===== config.mk =====
export PLATFORM = sky130hd
export DESIGN_NAME = johnson_ring_decoder
export DESIGN_NICKNAME = d
export VERILOG_FILES = /design/src/rtl/johnson_ring_decoder.sv
export SDC_FILE = /design/constraint.sdc
export NUM_CORES = 1
export LEC_CHECK = 0
export ABC_CLOCK_PERIOD_IN_PS = 5200
export CORE_MARGIN = 4
export CORE_UTILIZATION = 31
export DETAILED_ROUTE_END_ITERATION = 10
export PLACE_DENSITY_LB_ADDON = 0.1
export SYNTH_ARGS = -nofsm -noshare
export SYNTH_HDL_FRONTEND = slang
export SYNTH_SLANG_ARGS = --single-unit
export TNS_END_PERCENT = 50

===== constraint.sdc =====
create_clock -name clk -period 5.2 [get_ports clk]
set_input_delay 1.04 -clock clk [delete_from_list [all_inputs] [get_ports clk]]
set_output_delay 1.04 -clock clk [all_outputs]
set_load 0.05 [all_outputs]

===== src/rtl/johnson_ring_decoder.sv =====
// Decodes a 5-bit Johnson or ring counter value to a phase index.
// Ports: clk, rst (sync, active-high), js_rg (1 = Johnson), count;
//   outputs phase, phase_valid, illegal, seq_err, wrap, mode_chg,
//   locked, err_cnt (saturating seq_err count).
module johnson_ring_decoder #(
    parameter int LOCK_DEPTH = 2,
    parameter int ERR_W      = 8
) (
    input  logic             clk,
    input  logic             rst,
    input  logic             js_rg,
    input  logic [4:0]       count,
    output logic [3:0]       phase,
    output logic             phase_valid,
    output logic             illegal,
    output logic             seq_err,
    output logic             wrap,
    output logic             mode_chg,
    output logic             locked,
    output logic [ERR_W-1:0] err_cnt
);

    typedef enum logic [1:0] {
        IDLE,
        ACQ,
        LOCK
    } state_t;

    localparam logic [2:0] LD = LOCK_DEPTH[2:0];

    state_t     state;
    state_t     state_next;
    logic [2:0] lock_cnt;
    logic [2:0] lock_cnt_next;
    logic [3:0] prev_phase;
    logic       prev_mode;

    logic       legal;
    logic [3:0] dec_phase;
    logic [3:0] last_phase;
    logic [3:0] succ_phase;
    logic       is_succ;
    logic       chg;
    logic       seq_next;
    logic       wrap_next;
    logic       chg_next;

    always_comb begin
        legal     = 1'b0;
        dec_phase = 4'd0;
        if (js_rg) begin
            case (count)
                5'b00000: begin legal = 1'b1; dec_phase = 4'd0; end
                5'b00001: begin legal = 1'b1; dec_phase = 4'd1; end
                5'b00011: begin legal = 1'b1; dec_phase = 4'd2; end
                5'b00111: begin legal = 1'b1; dec_phase = 4'd3; end
                5'b01111: begin legal = 1'b1; dec_phase = 4'd4; end
                5'b11111: begin legal = 1'b1; dec_phase = 4'd5; end
                5'b11110: begin legal = 1'b1; dec_phase = 4'd6; end
                5'b11100: begin legal = 1'b1; dec_phase = 4'd7; end
                5'b11000: begin legal = 1'b1; dec_phase = 4'd8; end
                5'b10000: begin legal = 1'b1; dec_phase = 4'd9; end
                default:  begin legal = 1'b0; dec_phase = 4'd0; end
            endcase
        end else begin
            case (count)
                5'b00001: begin legal = 1'b1; dec_phase = 4'd0; end
                5'b00010: begin legal = 1'b1; dec_phase = 4'd1; end
                5'b00100: begin legal = 1'b1; dec_phase = 4'd2; end
                5'b01000: begin legal = 1'b1; dec_phase = 4'd3; end
                5'b10000: begin legal = 1'b1; dec_phase = 4'd4; end
                default:  begin legal = 1'b0; dec_phase = 4'd0; end
            endcase
        end
    end

    // Decoding is one-to-one, so matching the successor phase is the
    // same as matching the successor code.
    always_comb begin
        last_phase = js_rg ? 4'd9 : 4'd4;
        succ_phase = (prev_phase == last_phase) ? 4'd0
                                                : prev_phase + 4'd1;
        is_succ    = legal && (dec_phase == succ_phase);
        chg        = (js_rg != prev_mode);
    end

    always_comb begin
        state_next    = state;
        lock_cnt_next = lock_cnt;
        seq_next      = 1'b0;
        wrap_next     = 1'b0;
        chg_next      = 1'b0;
        unique case (state)
            IDLE: begin
                state_next    = ACQ;
                lock_cnt_next = 3'd0;
            end
            ACQ: begin
                chg_next = chg;
                if (chg || !legal) begin
                    lock_cnt_next = 3'd0;
                end else if (is_succ) begin
                    if (lock_cnt + 3'd1 == LD) begin
                        state_next    = LOCK;
                        lock_cnt_next = 3'd0;
                    end else begin
                        lock_cnt_next = lock_cnt + 3'd1;
                    end
                end else begin
                    lock_cnt_next = 3'd0;
                end
            end
            LOCK: begin
                chg_next = chg;
                if (chg) begin
                    state_next    = ACQ;
                    lock_cnt_next = 3'd0;
                end else if (!is_succ) begin
                    seq_next      = 1'b1;
                    state_next    = ACQ;
                    lock_cnt_next = 3'd0;
                end else begin
                    // A successor of the last phase is always phase 0.
                    wrap_next = (prev_phase == last_phase);
                end
            end
            default: begin
                state_next    = IDLE;
                lock_cnt_next = 3'd0;
            end
        endcase
    end

    always_ff @(posedge clk) begin
        if (rst) begin
            state       <= IDLE;
            lock_cnt    <= 3'd0;
            prev_phase  <= 4'd0;
            prev_mode   <= 1'b0;
            phase       <= 4'd0;
            phase_valid <= 1'b0;
            illegal     <= 1'b0;
            seq_err     <= 1'b0;
            wrap        <= 1'b0;
            mode_chg    <= 1'b0;
            locked      <= 1'b0;
            err_cnt     <= '0;
        end else begin
            state       <= state_next;
            lock_cnt    <= lock_cnt_next;
            prev_phase  <= dec_phase;
            prev_mode   <= js_rg;
            phase       <= dec_phase;
            phase_valid <= legal;
            illegal     <= !legal;
            seq_err     <= seq_next;
            wrap        <= wrap_next;
            mode_chg    <= chg_next;
            locked      <= (state_next == LOCK);
            if (seq_next && (err_cnt != '1)) begin
                err_cnt <= err_cnt + ERR_W'(1);
            end
        end
    end

endmodule


==> impl_metrics.py, run 1 <==
metrics = {
    "layout": {
        "multi_input_comb_area_um2": 1100,
        "final_common_cell": "clkdlybuf4s50_1",
        "areaGrowthSynthToFinish_pct": 23.2,
        "fill_cells": 555,
        "drive_gt1_share_pct": 9.00,
        "fin_nets": 234,
        "regArea_um2": 480,
        "diodes": 0,
        "final_cell_mix": "clkdlybuf4s50_1 (25), dfxtp_1 (24), ha_1 (14), nor2_1 (12), a21oi_1 (12)",
    },
    "power_and_ir_drop": {
        "peakVddDrop_uv": 115,
        "powerDensity_nw_per_um2": 210,
        "power_w": 0.000427,
        "leakagePower_nw": 0.726,
    },
    "yosys": {
        "synth_top_area_share_pct": 29.1,
        "synthCells": 188,
        "synth_top_area_cell": "dfxtp_1",
        "synthXorXnorAreaFrac_pct": 2.65,
        "post_synth_num_cell_types": 60,
        "ys_async_sr_fraction_pct": 0,
        "synth_edf_count": 0,
        "synth-simple-area-share_pct": 26.8,
        "synth_top_family_by_area": "simple AND/OR/NAND/NOR gates",
        "yosys_register_bits": 24,
        "synth_compound_area_share_pct": 22.5,
        "synthesis.nets": 210,
        "syn-cell-area_um2": 1650,
        "synth.mux.area_fraction_pct": 3.86,
        "yosysWarnings": 0,
        "synthTopCellsByArea": "dfxtp_1 (29%), ha_1 (11%), a21oi_1 (3.6%)",
        "synthAdderAreaFrac_pct": 10.6,
        "synth_seq_area_share_pct": 29.1,
        "yosys_most_used_dff": "dfxtp_1",
        "avgSynthCellArea_um2": 8.79,
    },
    "grt": {
        "grt_pass1_wl_um": 6550,
        "overflow": 0,
        "antenna_found_initial": 0,
        "grt_max_degree": 22,
        "first_global_vias": 1379,
        "track_usage_pct": 12.4,
    },
    "timing": {
        "slew_violations": 0,
        "fin_setup_tns_ps": 0,
        "timing.slew.headroom_pct": 45.5,
        "fmax_ghz": 0.260,
        "worstMarginPinSlew_ps": 815,
        "hold_viol": 0,
        "rsz0062_at_grt": "false",
        "finalCriticalPeriod_ps": 3840,
        "fin_worst_skew_ps": 7.61,
        "period_share_pct": 73.9,
        "setup_viol": 0,
    },
    "floorplan": {
        "coreArea_um2": 5140,
        "dieWidth_um": 81.0,
        "die-area_um2": 6560,
        "num_rows": 26,
        "start_util_pct": 32.2,
        "io_pins": 26,
        "die_h_um": 81.0,
    },
    "flow_run": {
        "cap_violations": 0,
    },
    "cts": {
        "clockRootBuffer": "clkbuf_8",
        "cts.repair.resized": 0,
        "cts.htree.levels": 1,
        "clk_path_buf_depth": 2,
        "post-cts-setup-buffers": 0,
        "clkTransAtPathRegs_ps": 90,
        "hold_buffers": 0,
        "clock-sinks": 24,
        "cts_tree": "yes",
        "clkLatencyLatePin_ps": 270,
        "numCtsBuffers": 3,
    },
    "placement": {
        "dp_hpwl_um": 2840,
        "port_buffers": 25,
        "place_congestion": 0.819,
    },
    "critical_path": {
        "start_kind": "input port",
        "worstPathMaxFanout": 18,
        "arrival_ps": 4010,
        "crit_path_end_kind": "register",
        "required_ps": 5370,
        "path_class": "input port to register",
    },
    "status": {
        "status": "finished clean",
    },
    "route": {
        "drc": 0,
        "antenna_left": 0,
        "vias_per_cell": 5.21,
        "drt_iter0_markers": 80,
        "num_vias": 1465,
        "routedWlPerCell_um": 13.6,
        "wl_um": 3810,
        "dr.pass1.iters": 4,
    },
    "worst_hold_path": {
        "hold_path_class": "register to register",
    },
}
==> synthesized netlist by cell type (all sizes together) (4+ instances only) <==
master	n
inv	9
and2	4
or3	4
dfxtp	24
a21oi	12
buf	5
and3	4
nor2	12
nand2	11
o21ai	7
nor3	8
ha	14
==> worst paths after layout <==
kind | cells after the start | end | slack, ps | start
max | 9 | err_cnt[0] | 1360 | js_rg
min | 2 | err_cnt[1] | 500 | err_cnt[1]
max reg2reg | 8 | err_cnt[0] | 2570 | prev_phase[0]
min reg2reg | 2 | err_cnt[1] | 500 | err_cnt[1]
==> area by class of cell <==
| class | count | share of cell area [%] |
|---|---|---|
| Tap cell | 70 | 4.30 |
| Clock inverter | 1 | 1.48 |
| Inverter | 9 | 1.66 |
| Sequential cell | 24 | 23.6 |
| Timing Repair Buffer | 27 | 13.0 |
| Clock buffer | 3 | 2.03 |
| Multi-Input combinational cell | 147 | 53.9 |
==> layer usage <==
layer / GRT usage, % / wire, um / vias up
li1: - / - / 752
met1: 16.6 / 1790 / 682
met2: 20.3 / 1840 / 29
met3: 3.44 / 167 / 2
met4: 2.03 / 8 / 0
met5: 0 / 0 / -
==> power breakdown <==
group | leakage (nW) | total, W | internal, W | switching, W
clock | 0.0357 | 0.000165 | 0.000103 | 0.0000619
combinational | 0.496 | 0.0000711 | 0.0000272 | 0.0000439
sequential | 0.195 | 0.000191 | 0.000187 | 0.00000384
==> cells by family after synthesis <==
| group | Yosys count |
|---|---|
| simple gates | 74 |
| xor+xnor | 5 |
| flops | 24 |
| buf+inv | 17 |
| mux | 6 |
| compound gates | 48 |
| fa+ha+maj | 14 |
==> metrics by stage <==
step                util, %  instances  setup WS (ps)  instance area [um^2]  hold WS (ps)
floorplan                 -        188           1990                  1650           473
global placement       38.2        277           1090                  1960           479
detailed placement     38.2        277           1070                  1960           491
CTS                    39.6        281           1370                  2040           503
global route           39.6        281           1170                  2040           526
finish                 39.6        281           1360                  2040           502
==> worst max-delay path, stage by stage <==
cell	delay [ps]
clkdlybuf4s50_1	740
o41ai_1	540
o22ai_2	150
mux2i_1	130
o32a_1	400
o41ai_2	360
buf_4	240
nor2b_1	100
mux2_1	310
==> flip-flops by register name, summed over array words and instances (netlist names) <==
signal,count
mode_chg,1
phase_valid,1
wrap,1
illegal,1
prev_mode,1
prev_phase,4
state,2
lock_cnt,3
err_cnt,8
seq_err,1
locked,1
Power figures use the tool's default switching activity.
==> run 2: changes to the inputs <==
ABC_CLOCK_PERIOD_IN_PS = 3800   (was 5200)
clock period = 3.8 ns   (was 5.2 ns; I/O delays follow)
==> impl_metrics.py, run 2 (same netlist as run 1, synthesis figures left out) <==
metrics = {
    "cts": {
        "clk_path_buf_depth": 2,
        "clock-sinks": 24,
        "numCtsBuffers": 3,
        "post-cts-setup-buffers": 0,
        "clkTransAtPathRegs_ps": 90,
        "cts.repair.resized": 0,
        "cts.htree.levels": 1,
        "hold_buffers": 0,
        "clockRootBuffer": "clkbuf_8",
        "clkLatencyLatePin_ps": 270,
        "cts_tree": "yes",
    },
    "power_and_ir_drop": {
        "power_frac_seq_pct": 44.0,
        "clockPowerShare_pct": 38.7,
        "p_sw_share_pct": 26.3,
        "power_frac_comb_pct": 17.2,
        "leakagePower_nw": 0.754,
        "internal_power_w": 0.000438,
        "power_w": 0.000594,
        "p_switching_w": 0.000156,
        "peakVddDrop_uv": 182,
        "powerDensity_nw_per_um2": 285,
    },
    "layout": {
        "final_cell_mix": "clkdlybuf4s50_1 (25), dfxtp_1 (24), ha_1 (14), nor2_1 (12), a21oi_1 (12)",
        "regMostFlops": "err_cnt",
        "reg.largest.list": "err_cnt: 8 flops, prev_phase: 4 flops, lock_cnt: 3 flops",
        "drive_gt1_share_pct": 11.5,
        "areaGrowthSynthToFinish_pct": 25.9,
        "largest_reg_flops": 8,
        "fin_nets": 240,
        "diodes": 0,
        "final_common_cell": "clkdlybuf4s50_1",
    },
    "timing": {
        "setup_viol": 0,
        "fin_setup_tns_ps": 0,
        "slew_violations": 0,
        "timing.slew.headroom_pct": 43.0,
        "setup_ws_ps": 331,
        "period_share_pct": 91.3,
        "fin_worst_skew_ps": 0.876,
        "fmax_ghz": 0.288,
        "finalCriticalPeriod_ps": 3470,
        "hold_viol": 0,
        "worstMarginPinSlew_ps": 853,
        "rsz0062_at_grt": "false",
    },
    "grt": {
        "grt_max_degree": 22,
        "overflow": 0,
        "grt_pass1_wl_um": 6780,
        "track_usage_pct": 13.0,
        "antenna_found_initial": 0,
        "first_global_vias": 1466,
    },
    "critical_path": {
        "crit_path_end_kind": "register",
        "timing.critical_path.max_delay_family": "compound AO/OA/AOI/OAI gates",
        "cpMaxStageDelayCell": "clkdlybuf4s50_1",
        "arrival_ps": 3640,
        "path_cells": "clkdlybuf4s50_1 > inv_1 > ha_1 > mux2_2 > a32oi_1 > and3_1 > o221ai_2 > or3_4 > o2bb2a_4 > a2111oi_2",
        "r2r_slack_ps": 1130,
        "required_ps": 3970,
        "worstPathMaxFanout": 6,
        "max_stage_delay_ps": 590,
        "start_kind": "input port",
        "crit_buf_inv": 2,
        "path_class": "input port to register",
    },
    "floorplan": {
        "coreArea_um2": 5140,
        "io_pins": 26,
        "die-area_um2": 6560,
        "dieWidth_um": 81.0,
        "num_rows": 26,
        "start_util_pct": 32.2,
        "die_h_um": 81.0,
    },
    "status": {
        "status": "finished clean",
    },
    "route": {
        "dr.pass1.iters": 4,
        "num_vias": 1485,
        "antenna_left": 0,
        "wl_um": 3970,
        "drc": 0,
        "drt_iter0_markers": 28,
        "routedWlPerCell_um": 13.8,
        "vias_per_cell": 5.17,
    },
    "placement": {
        "place_congestion": 0.800,
        "place_ws_ps": 53.3,
        "dp_hpwl_um": 2950,
        "port_buffers": 25,
    },
    "flow_run": {
        "cap_violations": 0,
    },
    "worst_hold_path": {
        "hold_path_class": "register to register",
    },
}
[run 2: stage by stage]
step           utilization (%)  area [um^2]  hold slack [ps]  std cells
5_1_grt                   40.5         2080              557        287
3_5_place_dp              39.1         2010              490        283
6_report                  40.5         2080              507        287
4_1_cts                   40.5         2080              510        287
2_1_floorplan                -         1650              473        188
3_3_place_gp              39.1         2010              480        283
[run 2: worst reg2reg max path: cells and delay by family (launching register included)]
family,cells,cell delay (ps)
AOI/OAI and AO/OA,4,1380
buffers and inverters,1,240
DFF,1,400
muxes,2,440
and+or+nand+nor,1,90
[run 2: worst paths after layout]
| check | from | end | cells after the start |
|---|---|---|---|
| worst min register to register | err_cnt[5] | err_cnt[5] | 2 |
| worst max-delay path | count[0] | locked | 10 |
| worst min-delay path | err_cnt[5] | err_cnt[5] | 2 |
| worst max register to register | prev_phase[0] | err_cnt[0] | 8 |
[run 2: area by class of cell]
type	count	area, um^2
fill	553	3060
multi-input combinational	147	1100
sequential	24	480
timing repair buffer	33	310
tap	70	87.6
clock buffer	3	41.3
inverter	9	33.8
clock inverter	1	30.0
[run 2: layer usage]
metal	global-route usage (%)	routed length [um]	up-vias
met3	2.66	128	4
met5	0	0	-
met1	17.4	2010	693
li1	-	-	768
met4	3.89	39	0
met2	21.1	1800	20
[run 2: power groups by stage]
stage / Sequential (W) / Clock, W / Combinational, W
finish: 0.000261 / 0.000230 / 0.000102
global route: 0.000263 / 0.000248 / 0.000113
CTS: 0.000261 / 0.000238 / 0.000103
detailed placement: 0.000267 / 0 / 0.000103
global placement: 0.000267 / 0 / 0.000101
floorplan: 0.000278 / 0 / 0.0000558
